[config.mk]
export PLATFORM = sky130hd
export DESIGN_NAME = rr_arbiter_4
export DESIGN_NICKNAME = d
export VERILOG_FILES = /design/src/rtl/arb_pkg.sv /design/src/rtl/rr_prio_sel.sv /design/src/rtl/rr_arbiter_4.sv
export SDC_FILE = /design/constraint.sdc
export NUM_CORES = 1
export LEC_CHECK = 0
export CORE_MARGIN = 2
export CORE_UTILIZATION = 40
export DETAILED_ROUTE_END_ITERATION = 7
export PLACE_DENSITY = 0.69
export SLEW_MARGIN = 30
export SYNTH_ARGS = -nofsm -noshare
export SYNTH_HDL_FRONTEND = slang
export SYNTH_HIERARCHICAL = 1
export SYNTH_SLANG_ARGS = --single-unit
export TNS_END_PERCENT = 30
[constraint.sdc]
create_clock -name clk -period 2.1 [get_ports clk]
set_input_delay 0.42 -clock clk [delete_from_list [all_inputs] [get_ports clk]]
set_output_delay 0.42 -clock clk [all_outputs]
set_load 0.02 [all_outputs]
[src/rtl/arb_pkg.sv]
// Shared definitions for the 4-way round-robin arbiter: requester count,
// FSM state encoding and the hold-counter width.
package arb_pkg;

    localparam int N_REQ  = 4;
    localparam int HOLD_W = 8;

    typedef enum logic {
        IDLE = 1'b0,
        BUSY = 1'b1
    } arb_state_t;

    function automatic logic [N_REQ-1:0] onehot(input logic [1:0] i);
        logic [N_REQ-1:0] v;
        v    = '0;
        v[i] = 1'b1;
        return v;
    endfunction

endpackage

[src/rtl/rr_prio_sel.sv]
// Rotating priority selector: first set request bit scanning upward from ptr,
// wrapping modulo 4.
module rr_prio_sel
    import arb_pkg::*;
(
    input  logic [N_REQ-1:0] req,
    input  logic [1:0]       ptr,
    output logic [1:0]       idx,
    output logic             any
);

    logic [1:0] cand;

    always_comb begin
        idx  = ptr;
        any  = 1'b0;
        cand = ptr;
        for (int k = 0; k < N_REQ; k++) begin
            cand = ptr + 2'(k);
            if (!any && req[cand]) begin
                idx = cand;
                any = 1'b1;
            end
        end
    end

endmodule

[src/rtl/rr_arbiter_4.sv]
// Four-requester round-robin arbiter with a bounded grant tenure; all outputs
// are registered and a grant is always separated from the next by an IDLE cycle.
module rr_arbiter_4
    import arb_pkg::*;
#(
    parameter int MAX_HOLD = 16
) (
    input  logic             clk,
    input  logic             rst_n,
    input  logic [N_REQ-1:0] req,
    input  logic             done,
    output logic [N_REQ-1:0] gnt,
    output logic [1:0]       gnt_id,
    output logic             gnt_valid,
    output logic             timeout
);

    localparam logic [HOLD_W-1:0] HOLD_LAST = HOLD_W'(MAX_HOLD - 1);

    arb_state_t        state, state_nxt;
    logic [1:0]        ptr, ptr_nxt;
    logic [HOLD_W-1:0] hold_cnt, hold_cnt_nxt;
    logic [N_REQ-1:0]  gnt_nxt;
    logic [1:0]        gnt_id_nxt;
    logic              gnt_valid_nxt;
    logic              timeout_nxt;

    logic [1:0]        sel_idx;
    logic              sel_any;
    logic              rel_done, rel_drop, rel_limit;

    rr_prio_sel u_sel (
        .req (req),
        .ptr (ptr),
        .idx (sel_idx),
        .any (sel_any)
    );

    always_comb begin
        state_nxt     = state;
        ptr_nxt       = ptr;
        hold_cnt_nxt  = hold_cnt;
        gnt_nxt       = gnt;
        gnt_id_nxt    = gnt_id;
        gnt_valid_nxt = gnt_valid;
        timeout_nxt   = 1'b0;
        rel_done      = done;
        rel_drop      = !req[gnt_id];
        rel_limit     = (hold_cnt == HOLD_LAST);

        case (state)
            IDLE: begin
                // done is meaningless without an owner, so IDLE ignores it
                if (sel_any) begin
                    state_nxt     = BUSY;
                    gnt_nxt       = onehot(sel_idx);
                    gnt_id_nxt    = sel_idx;
                    gnt_valid_nxt = 1'b1;
                    ptr_nxt       = sel_idx + 2'd1;
                    hold_cnt_nxt  = '0;
                end else begin
                    gnt_nxt       = '0;
                    gnt_valid_nxt = 1'b0;
                end
            end
            BUSY: begin
                if (rel_done || rel_drop || rel_limit) begin
                    state_nxt     = IDLE;
                    gnt_nxt       = '0;
                    gnt_valid_nxt = 1'b0;
                    // a revocation only counts as timeout when nothing else ended the tenure
                    timeout_nxt   = rel_limit && !rel_done && !rel_drop;
                end else begin
                    hold_cnt_nxt  = hold_cnt + 8'd1;
                end
            end
            default: begin
                state_nxt     = IDLE;
                gnt_nxt       = '0;
                gnt_valid_nxt = 1'b0;
            end
        endcase
    end

    always_ff @(posedge clk) begin
        if (!rst_n) begin
            state     <= IDLE;
            ptr       <= 2'd0;
            hold_cnt  <= '0;
            gnt       <= '0;
            gnt_id    <= 2'd0;
            gnt_valid <= 1'b0;
            timeout   <= 1'b0;
        end else begin
            state     <= state_nxt;
            ptr       <= ptr_nxt;
            hold_cnt  <= hold_cnt_nxt;
            gnt       <= gnt_nxt;
            gnt_id    <= gnt_id_nxt;
            gnt_valid <= gnt_valid_nxt;
            timeout   <= timeout_nxt;
        end
    end

endmodule

Word-level counts from Yosys, hierarchy flattened
Index checks and enable logic that the tools add are counted.
{ "op_classes": {"n_addsub": 5, "order_cmp": 7, "eq_ne": 4, "n_mux": 30, "bitwise_logic": 1, "n_reduce_logical": 16} }
{ "ops": {"columns": ["op", "count"], "rows": [
  ["less-than comparator 2 x 3 -> 1 bit (second input constant)", 6],
  ["2-to-1 mux 8 bit", 2],
  ["one-hot mux 8 bit (2 select lines)", 1],
  ["2-to-1 mux 1 bit", 13],
  ["binary-select mux 1 bit (select 2 bit)", 5],
  ["adder 8 x 1 -> 8 bit (second input constant)", 1],
  ["== test 8 x 4 -> 1 bit (second input constant)", 1],
  ["2-to-1 mux 4 bit", 2],
  ["one-hot mux 4 bit (2 select lines)", 1],
  ["logical AND 1 bit", 6],
  ["2-to-1 mux 2 bit", 3],
  ["logical NOT 1 bit", 5],
  ["adder 2 x 1 -> 2 bit (second input constant)", 2],
  ["adder 2 bit (second input constant)", 2],
  ["inequality test 2 bit (second input constant)", 2],
  ["one-hot mux 1 bit (2 select lines)", 2],
  ["AND reduction 2 bit", 2],
  ["AND reduction 3 bit", 1],
  ["demux 1 bit (select 2 bit)", 1],
  ["greater-or-equal comparator 2 x 1 -> 1 bit (second input constant)", 1],
  ["logical OR 1 bit", 2],
  ["inequality test 2 x 1 -> 1 bit (second input constant)", 1],
  ["inverter 1 bit", 1]
]} }
{ "word_totals": {"ff_bits": 19, "in_bits": 7, "wordCells": 70} }

Depth between registers and ports, before layout
Gate-level depths: netlist (run 1).
{ "depth": {"word_depth": 18, "ltp_mapped": 7, "ltp_nobuf": 7} }

By module
Netlist (run 1), hierarchy kept.
{ "modules_own_cells": {"columns": ["module", "instances", "cells_per_inst", "area_per_inst_um2", "seq_area_each_um2"], "rows": [
  ["rr_arbiter_4", 1, 110, 918.4, 380.4],
  ["rr_prio_sel", 1, 16, 96.3, 0.0]
]} }

Worst setup path before layout (run 1)
OpenSTA, ideal clock, no wires.
{ "synth_path": {"path_type": "input-to-reg", "startpoint": "input port req[2]", "endpoint": "register gnt[2]", "arrival_ns": 1.511, "required_time_ns": 1.972, "setup_slack_ns": 0.461, "path_stages": 7, "cell_sequence": "nor2b_1 a21o_1 a221oi_2 inv_1 ha_1 a32oi_1 nor2_1"} }
{ "synth_between": {"elab_chain_len": 18, "word_cells_on_any_way": 34} }
{ "synth_lines": {"columns": ["item", "line", "rtl"], "rows": [
  ["from (decl)", "rr_arbiter_4.sv:10", "input logic [N_REQ-1:0] req,"],
  ["binary-select mux 1 bit (select 2 bit)", "rr_prio_sel.sv:20", "if (!any && req[cand]) begin"],
  ["2-to-1 mux 1 bit (not written as such)", "rr_prio_sel.sv:20", null],
  ["2-to-1 mux 1 bit", "rr_prio_sel.sv:20", null],
  ["logical NOT 1 bit", "rr_prio_sel.sv:20", null],
  ["logical AND 1 bit", "rr_prio_sel.sv:20", null],
  ["2-to-1 mux 1 bit", "rr_prio_sel.sv:20", null],
  ["logical NOT 1 bit", "rr_prio_sel.sv:20", null],
  ["logical AND 1 bit", "rr_prio_sel.sv:20", null],
  ["[3 not listed]", null, null],
  ["2-to-1 mux 2 bit *", "rr_prio_sel.sv:20", null],
  ["net sel_idx[0]", "rr_arbiter_4.sv:28", "logic [1:0] sel_idx;"],
  ["less-than comparator 2 x 3 -> 1 bit (not written as such) or greater-or-equal comparator 2 x 1 -> 1 bit (tied branches)", "arb_pkg.sv:16", "v[i] = 1'b1;"],
  ["logical AND 1 bit (not written as such)", "arb_pkg.sv:16", null],
  ["2-to-1 mux 1 bit (not written as such)", "arb_pkg.sv:16", null],
  ["demux 1 bit (select 2 bit) *", "arb_pkg.sv:16", null],
  ["2-to-1 mux 4 bit *", "rr_arbiter_4.sv:54", "if (sel_any) begin"],
  ["one-hot mux 4 bit (2 select lines) *", "rr_arbiter_4.sv:51", "case (state)"],
  ["to (signal assigned)", "rr_arbiter_4.sv:98", "gnt <= gnt_nxt;"],
  ["to (decl)", "rr_arbiter_4.sv:12", "output logic [N_REQ-1:0] gnt,"]
]} }
Mark *: on every way through the listed nets, which the timed path passes. The rest lies on a longest branch. The select of a mux whose other input is x is not followed.
A chain may end at the register's enable or synchronous reset.

Worst setup path in the final report (run 1)
{ "layout_path": {"startpoint": "input port req[2]", "endpoint": "register ptr[1]"} }
{ "layout_between": {"elab_chain_len": 13, "word_cells_on_any_way": 23} }
{ "layout_lines": {"columns": ["item", "line", "rtl"], "rows": [
  ["binary-select mux 1 bit (select 2 bit)", "rr_prio_sel.sv:20", null],
  ["2-to-1 mux 1 bit (not written as such)", "rr_prio_sel.sv:20", null],
  ["2-to-1 mux 1 bit", "rr_prio_sel.sv:20", null],
  ["logical NOT 1 bit", "rr_prio_sel.sv:20", null],
  ["logical AND 1 bit", "rr_prio_sel.sv:20", null],
  ["2-to-1 mux 1 bit", "rr_prio_sel.sv:20", null],
  ["logical NOT 1 bit", "rr_prio_sel.sv:20", null],
  ["logical AND 1 bit", "rr_prio_sel.sv:20", null],
  ["2-to-1 mux 1 bit", "rr_prio_sel.sv:20", null],
  ["logical NOT 1 bit", "rr_prio_sel.sv:20", null],
  ["logical AND 1 bit", "rr_prio_sel.sv:20", null],
  ["2-to-1 mux 2 bit *", "rr_prio_sel.sv:20", null],
  ["net sel_idx[0]", "rr_arbiter_4.sv:28", null],
  ["adder 2 x 1 -> 2 bit *", "rr_arbiter_4.sv:59", "ptr_nxt = sel_idx + 2'd1;"],
  ["to (signal assigned)", "rr_arbiter_4.sv:96", "ptr <= ptr_nxt;"],
  ["to (decl)", "rr_arbiter_4.sv:21", "logic [1:0] ptr, ptr_nxt;"]
]} }
Marked as above.

==> results of run 1 <==
-- kinds of logic after synthesis --
kind of cell | count (synthesis) | synth area share, %
buf+inv | 11 | 4.44
compound gates | 34 | 22.8
mux | 2 | 1.97
fa+ha+maj | 5 | 6.17
flops | 19 | 37.5
simple gates | 55 | 27.1
-- critical path: stages --
cell and delay, ns:
sky130_fd_sc_hd__clkdlybuf4s50_1 0.48, sky130_fd_sc_hd__nor2b_1 0.18, sky130_fd_sc_hd__a21o_1 0.16, sky130_fd_sc_hd__a221oi_2 0.24, sky130_fd_sc_hd__inv_1 0.10, sky130_fd_sc_hd__ha_1 0.29, sky130_fd_sc_hd__nand2_1 0.05, sky130_fd_sc_hd__a21oi_1 0.13
-- synth_stat cells, types with 2 or more instances --
cell type / instances / area share, %
sky130_fd_sc_hd__inv_1: 4 / 1.5
sky130_fd_sc_hd__nand2_1: 18 / 6.7
sky130_fd_sc_hd__a21oi_1: 10 / 4.9
sky130_fd_sc_hd__nand3b_1: 2 / 1.5
sky130_fd_sc_hd__clkbuf_1: 5 / 1.8
sky130_fd_sc_hd__o22ai_1: 2 / 1.2
sky130_fd_sc_hd__nor2_1: 7 / 2.6
sky130_fd_sc_hd__o211ai_1: 5 / 3.7
sky130_fd_sc_hd__nor2b_1: 2 / 1.2
sky130_fd_sc_hd__ha_1: 5 / 6.2
sky130_fd_sc_hd__o21ai_0: 4 / 2.0
sky130_fd_sc_hd__nand2b_1: 4 / 2.5
sky130_fd_sc_hd__nand3_1: 8 / 3.9
sky130_fd_sc_hd__a32oi_1: 4 / 3.5
sky130_fd_sc_hd__nor3_1: 4 / 2.0
sky130_fd_sc_hd__nor4_1: 3 / 1.8
sky130_fd_sc_hd__dfxtp_1: 19 / 37
sky130_fd_sc_hd__mux2i_1: 2 / 2.0
-- layout make-up --
class                   instances  area [um^2]
fillers                       240         1180
multi-input cells              96          589
flip-flops and latches         19          380
repair buffers                 22          200
well taps                      30         37.5
clock buffers                   4         26.3
inverters                       5         18.8
-- flip-flops by register name (all words and copies together), names as in the netlist --
| register | cells |
|---|---|
| hold_cnt | 8 |
| gnt | 4 |
| gnt_id | 2 |
| ptr | 2 |
| gnt_valid | 1 |
| state | 1 |
| timeout | 1 |
-- per-layer routing --
metal	global-route usage (%)	wire (um)	up-vias
met1	21.9	1090	490
met5	0	0	-
met3	6.28	105	2
met2	34.1	1270	20
li1	-	-	502
met4	4.58	10	0
-- where the power goes --
group          leakage (nW)  total (mW)  switching, mW  internal (mW)
clock                0.0150       0.188          0.114         0.0740
sequential            0.155       0.406         0.0215          0.384
combinational         0.280       0.208          0.112         0.0957
total                 0.450       0.801          0.248          0.554
-- worst max path at each step --
stage | cells after the start | endpoint | slack, ns
6_report | 8 | ptr[1] | 0.27
5_1_grt | 8 | ptr[1] | 0.13
4_1_cts | 8 | ptr[1] | 0.27
3_5_place_dp | 8 | ptr[1] | -0.04
3_3_place_gp | 8 | ptr[1] | 0.05
2_1_floorplan | 7 | gnt[2] | 0.46
==> metrics, run 1 <==
commonest non-fill, non-tap cells in the layout=sky130_fd_sc_hd__dfxtp_1 (19), sky130_fd_sc_hd__nand2_1 (18), sky130_fd_sc_hd__clkdlybuf4s50_1 (14); Hold Crit Class=reg -> reg; Total Wirelength=2480 um; source-to-sink clock delay at the later pin of the worst-skew pair=0.30 ns; Setup WS post-layout=0.270 ns; clock-pin slew on the worst setup and hold paths=0.10 ns; most instantiated flip-flop cell in the synthesis netlist=sky130_fd_sc_hd__dfxtp_1; register area share after synthesis=37.5%; area of the core region=0.00243 mm^2; hold wc startpoint=gnt_valid; cell count after synthesis=126; Setup violations, final=0; fraction of registers with async set/reset=0%; final std cells w/o fill=176; number of standard-cell rows in the floorplan=18; worst flop-to-flop path startpoint=hold_cnt[0]; initial core utilization=41.7%; level count of the clock H-tree=1; final critical delay including setup and external delays=1.83 ns; number of hold-slack violations in the final timing report=0; Static Leak=0.450 nW; maximum number of pins on one net before global-route repair=16; cell count of the worst hold path=2; TritonRoute pass-1 iters=4; Slew HR=63.5%; final cycle utilization of the critical path=87.1%; fmax=546 MHz; number of cells traversed by the worst register-to-register path=5; # DRC=0; Final Net Count=159; final design instance area without fill=0.00125 mm^2; post-detailed-placement half-perimeter wirelength=1830 um; worst slack at placement=-0.0401 ns; number of distinct library cell variants in the gate-level netlist after synthesis=36; areal power density over the cells=640 mW/mm^2; Top-Level Pins=15; total power consumption of the routed design=0.801 mW; mean instance size in the synthesized netlist=8.05 um^2; flop and latch count out of synthesis=19; transition time of the tightest slew-check pin=0.547 ns; placement-stage cell area=0.00123 mm^2; Die ar.=0.00296 mm^2; TritonCTS clock tree=yes; number of nets with antenna violations after routing=0; Final Core Density=51.5%; area growth from synthesis to layout=23.4%; number of pins with negative max-slew slack in the final report=0; quantity of gates resized following cts=0; number of synthesis warnings=6; setup TNS after final layout=0 ns; final RePlAce weighted congestion=0.766; detailed-route via count=1014; kind of end point of the critical path=register; maximum buffer depth of the clock tree=2; arrival time worst endpoint=2.06 ns; clock root buffer=sky130_fd_sc_hd__clkbuf_4; width of the chip=54.4 um; global-route usage over all layers=19.2%; r2r endpoint=hold_cnt[4]; count of buffers inserted at the top-level ports=14; initial antenna violation count=0; leading cell type in the layout, fill and taps excluded=sky130_fd_sc_hd__dfxtp_1; via count of the first global-routing pass=918; RSZ-0062 raised after global routing=false; status=finished, final reports clean; cts hold-fix bufs=0; Overflow after GRT=0; Req. time, crit path=2.33 ns; fraction of layout cells with a size suffix above 1=8.22%; drt initial violations=23; Critical path origin=req[2]; CTS sink cnt=19; setup bufs post-CTS=0; number of enable flip-flop cells after synthesis=0; post-DR vias/cell=5.76; highest ir drop seen on vdd=584 uV; largest fanout of any net on the critical path=5; max-cap check violation count=0; Diodes inserted=0; WL/cell=14.1 um; post-synthesis net count=138; wire length of the first global-routing pass=4050 um; slack of the worst reg-to-reg path=0.45 ns; startpoint-to-endpoint class of the critical path=in -> reg; final worst clock skew=0.00789 ns; Hold Path End=gnt_valid; Worst Hold Margin=0.483 ns; sort of element at the start of the critical path=input port; # placed instances=172; Die Ht=54.4 um; Post-Synthesis Cell Area=0.00101 mm^2; CTS Buf Count=3
No activity file was read; power rests on OpenSTA's default activity.
==> run 2: changes to the inputs <==
CORE_UTILIZATION = 37   (was 40)
PLACE_DENSITY = 0.65   (was 0.69)
==> run 2 against run 1 <==
Against the previous run: sequential cell count did not move; count of clock-buffer cells in the layout fell by 1; combinational power barely moved; hold slack got worse by 0.0035 ns; critical path type unchanged; largest cell class unchanged.
==> metrics, run 2 (synthesis results as in run 1) <==
status=finished, final reports clean; RSZ-0062 raised after global routing=false; Req. time, crit path=2.30 ns; level count of the clock H-tree=1; leading cell type in the layout, fill and taps excluded=sky130_fd_sc_hd__dfxtp_1; most flop-heavy register=hold_cnt; # DRC=0; number of hold-slack violations in the final timing report=0; source-to-sink clock delay at the later pin of the worst-skew pair=0.30 ns; number of pins with negative max-slew slack in the final report=0; largest registers=hold_cnt (8), gnt (4); wire length of the first global-routing pass=4070 um; startpoint-to-endpoint class of the critical path=in -> reg; Final Core Density=49.6%; final cycle utilization of the critical path=85.5%; TritonRoute pass-1 iters=4; initial core utilization=39.9%; CTS sink cnt=19; kind of end point of the critical path=register; highest ir drop seen on vdd=407 uV; Die Ht=56.4 um; WL/cell=13.6 um; maximum number of pins on one net before global-route repair=14; Total Wirelength=2420 um; Static Leak=0.458 nW; Top-Level Pins=15; TritonCTS clock tree=yes; arrival time worst endpoint=2.00 ns; setup bufs post-CTS=0; global-route usage over all layers=15.9%; Filler Cells Inserted=264; Slew HR=61.5%; Die ar.=0.00318 mm^2; total power consumption of the routed design=0.798 mW; maximum buffer depth of the clock tree=2; commonest non-fill, non-tap cells in the layout=sky130_fd_sc_hd__dfxtp_1 (19), sky130_fd_sc_hd__nand2_1 (18), sky130_fd_sc_hd__clkdlybuf4s50_1 (14); clock-pin slew on the worst setup and hold paths=0.11 ns; clock root buffer=sky130_fd_sc_hd__clkbuf_4; Worst Hold Margin=0.479 ns; Setup violations, final=0; via count of the first global-routing pass=915; cts hold-fix bufs=0; Overflow after GRT=0; detailed-route via count=1024; final RePlAce weighted congestion=0.800; final worst clock skew=0.00711 ns; fmax=557 MHz; Diodes inserted=0; count of buffers inserted at the top-level ports=14; number of standard-cell rows in the floorplan=18; # placed instances=173; post-detailed-placement half-perimeter wirelength=1830 um; number of nets with antenna violations after routing=0; drt initial violations=28; CTS Buf Count=3; largest fanout of any net on the critical path=5; setup TNS after final layout=0 ns; width of the chip=56.4 um; areal power density over the cells=633 mW/mm^2; area of the core region=0.00254 mm^2; Hold Crit Class=reg -> reg; area growth from synthesis to layout=24.3%; quantity of gates resized following cts=0; max-cap check violation count=0; initial antenna violation count=0; fraction of layout cells with a size suffix above 1=9.52%; transition time of the tightest slew-check pin=0.576 ns; final std cells w/o fill=177; Final Net Count=160; sort of element at the start of the critical path=input port; post-DR vias/cell=5.79; final critical delay including setup and external delays=1.80 ns; flip-flop count of the largest register, all copies and words added=8
-- run 2: metrics by stage --
stage,area [um^2],setup WS (ns)
6_report,1260,0.304
5_1_grt,1260,0.105
4_1_cts,1260,0.299
3_5_place_dp,1230,-0.00941
3_3_place_gp,1230,0.0526
2_1_floorplan,1010,0.461
-- run 2: worst max-delay path, cell delays in order --
cell,delay (ns)
sky130_fd_sc_hd__clkdlybuf4s50_1,0.47
sky130_fd_sc_hd__nor2b_1,0.18
sky130_fd_sc_hd__a21o_1,0.16
sky130_fd_sc_hd__a221oi_2,0.24
sky130_fd_sc_hd__inv_1,0.10
sky130_fd_sc_hd__ha_1,0.21
sky130_fd_sc_hd__a32oi_1,0.15
sky130_fd_sc_hd__nor2_1,0.05
-- run 2: final cells by class --
| cell class | count | area (um^2) | area share [%] |
|---|---|---|---|
| clock buffer | 3 | 22.5 | 1.79 |
| clock inverter | 1 | 5.00 | 0.397 |
| inverter | 5 | 18.8 | 1.49 |
| multi-input combinational | 96 | 589 | 46.7 |
| sequential | 19 | 380 | 30.2 |
| tap | 30 | 37.5 | 2.98 |
| timing repair buffer | 23 | 208 | 16.5 |
-- run 2: metal layers --
layer  GRT usage, %  vias up  part of all wire [%]
met5              0        -                     0
li1               -      508                     -
met3           5.07        0                   5.8
met2           24.5       25                    48
met4           2.38        0                     0
met1           22.1      491                    46
-- run 2: final timing paths --
path / slack [ns] / endpoint / from / cells after the start
hold / removal: 0.48 / gnt_valid / gnt_valid / 2
hold reg to reg: 0.48 / gnt_valid / gnt_valid / 2
setup reg to reg: 0.47 / gnt[3] / hold_cnt[0] / 5
setup / recovery: 0.30 / gnt[2] / req[2] / 8
-- run 2: power breakdown --
group / total [mW] / leakage (nW) / internal (mW) / switching [mW]
sequential: 0.407 / 0.155 / 0.384 / 0.0226
clock: 0.182 / 0.0177 / 0.0710 / 0.112
combinational: 0.209 / 0.286 / 0.0974 / 0.111
==> RTL change: new RTL, config.mk and constraints of run 1 <==
Make the reset (`rst_n`) asynchronous in one clocked block.
--- a/src/rtl/rr_arbiter_4.sv
+++ b/src/rtl/rr_arbiter_4.sv
@@ -84,3 +84,3 @@
 
-    always_ff @(posedge clk) begin
+    always_ff @(posedge clk or negedge rst_n) begin
         if (!rst_n) begin
Check against the original RTL: differs if rst_n is asserted again (counterexample within 4 cycles, from zero or initial values and one cycle with rst_n low); with rst_n held inactive, the same outputs for 10 cycles.
==> RTL change against run 1 <==
  * Worst setup slack improved by 0.013 ns
  * Final area is 4.6% higher
  * Sequential cell count did not move
  * Via count fell by 15%
  * Final cell count shrank 11%
  * Wire length fell by 11%
  * Sequential share of layout area increased by 5.9 points
  * Area after synthesis rose by 6.4%
  * Register-to-register slack worse by 0.04 ns
  * Non-clock buffer count fell by 2
Power is not compared: it rests on default switching activity, and its combinational part moved more than twofold at a synthesized area within 25%.
==> RTL change: results (changes against run 1) <==
status -> finished clean (unchanged)
num sequential -> 19 (unchanged)
met3 wire length -> 98 microns (was 105 microns)
flop2flop setup slack -> 0.41 ns (was 0.45 ns)
bufs w/o clock -> 20 (was 22)
Initial DRC Count -> 18 (was 23)
commonest cells in the netlist -> 19 x dfrtp_1, 16 x nand2_1 (was 19 x dfxtp_1, 18 x nand2_1, 10 x a21oi_1)
hpwl dp -> 1.56 mm (was 1.83 mm)
post-synthesis xor/xnor area fraction -> 1.62% (was 0%)
first-pass GRT wire length -> 3.77 mm (was 4.05 mm)
share of the yosys chip area belonging to registers -> 44.0% (was 37.5%)
Fillers -> 253 (was 240)
Tot GR Track Use -> 15.0% (was 19.2%)
Min Hold Slack -> 0.438 ns (was 0.483 ns)
comb_multi_in -> 78 (was 96)
CP top delay family -> compound AO/OA/AOI/OAI gates (was buffers and inverters)
vias in the first global route -> 839 (was 918)
Reg area -> 475 sq um (was 380 sq um)
routed wire length -> 2.20 mm (was 2.48 mm)
Non-clock buffer share -> 14.1% (was 16.0%)
wire length on met1 -> 1.08 mm (was 1.09 mm)
final period utilization -> 86.5% (was 87.1%)
share of post-route cells with drive strength above 1 -> 14.3% (was 8.22%)
largest net degree at the start of global routing -> 20 (was 16)
placed inst area -> 0.00128 sq mm (was 0.00123 sq mm)
Synth Net Count -> 117 (was 138)
post-synthesis mux area share -> 4.75% (was 1.97%)
worst min path class -> in2async (was reg2reg)
post-synthesis adder-cell area fraction -> 5.79% (was 6.17%)
met2 routed WL -> 1.01 mm (was 1.27 mm)
final layout net count -> 139 (was 159)
ys async rst share -> 100% (was 0%)
Synth area leaders -> dfrtp_1 44%, ha_1 5.8%, nand2_1 5.6%, mux2i_1 3.7%, a22o_1 3.2% (was dfxtp_1 37%, nand2_1 6.7%, ha_1 6.2%, a21oi_1 4.9%, nand3_1 3.9%)
Netlist cell types -> 37 (was 36)
vias -> 858 (was 1014)
Seq area share -> 36.3% (was 30.4%)
==> RTL change: changes by cell type after synthesis, moves of 3 or more <==
cell / before / now
clkbuf_1: 5 / 2
a21oi_1: 10 / 1
dfxtp_1: 19 / 0
o211ai_1: 5 / 1
nor4_1: 3 / 0
a22o_1: 0 / 4
a32oi_1: 4 / 0
dfrtp_1: 0 / 19
nor2_1: 7 / 4
nand3_1: 8 / 5
==> RTL change: power groups by stage <==
stage	clock network, mW	logic [mW]	registers [mW]
global route	0.216	0.762	0.579
floorplan	0	0.364	0.625
finish	0.197	0.691	0.563
global placement	0	0.684	0.564
detailed placement	0	0.697	0.567
CTS	0.199	0.700	0.563
==> RTL change: metal layers <==
metal / global-route usage, % / vias to the layer above
met5: 0 / -
met1: 19.9 / 422
met2: 23.6 / 20
met4: 5.78 / 0
li1: - / 414
met3: 3.95 / 2
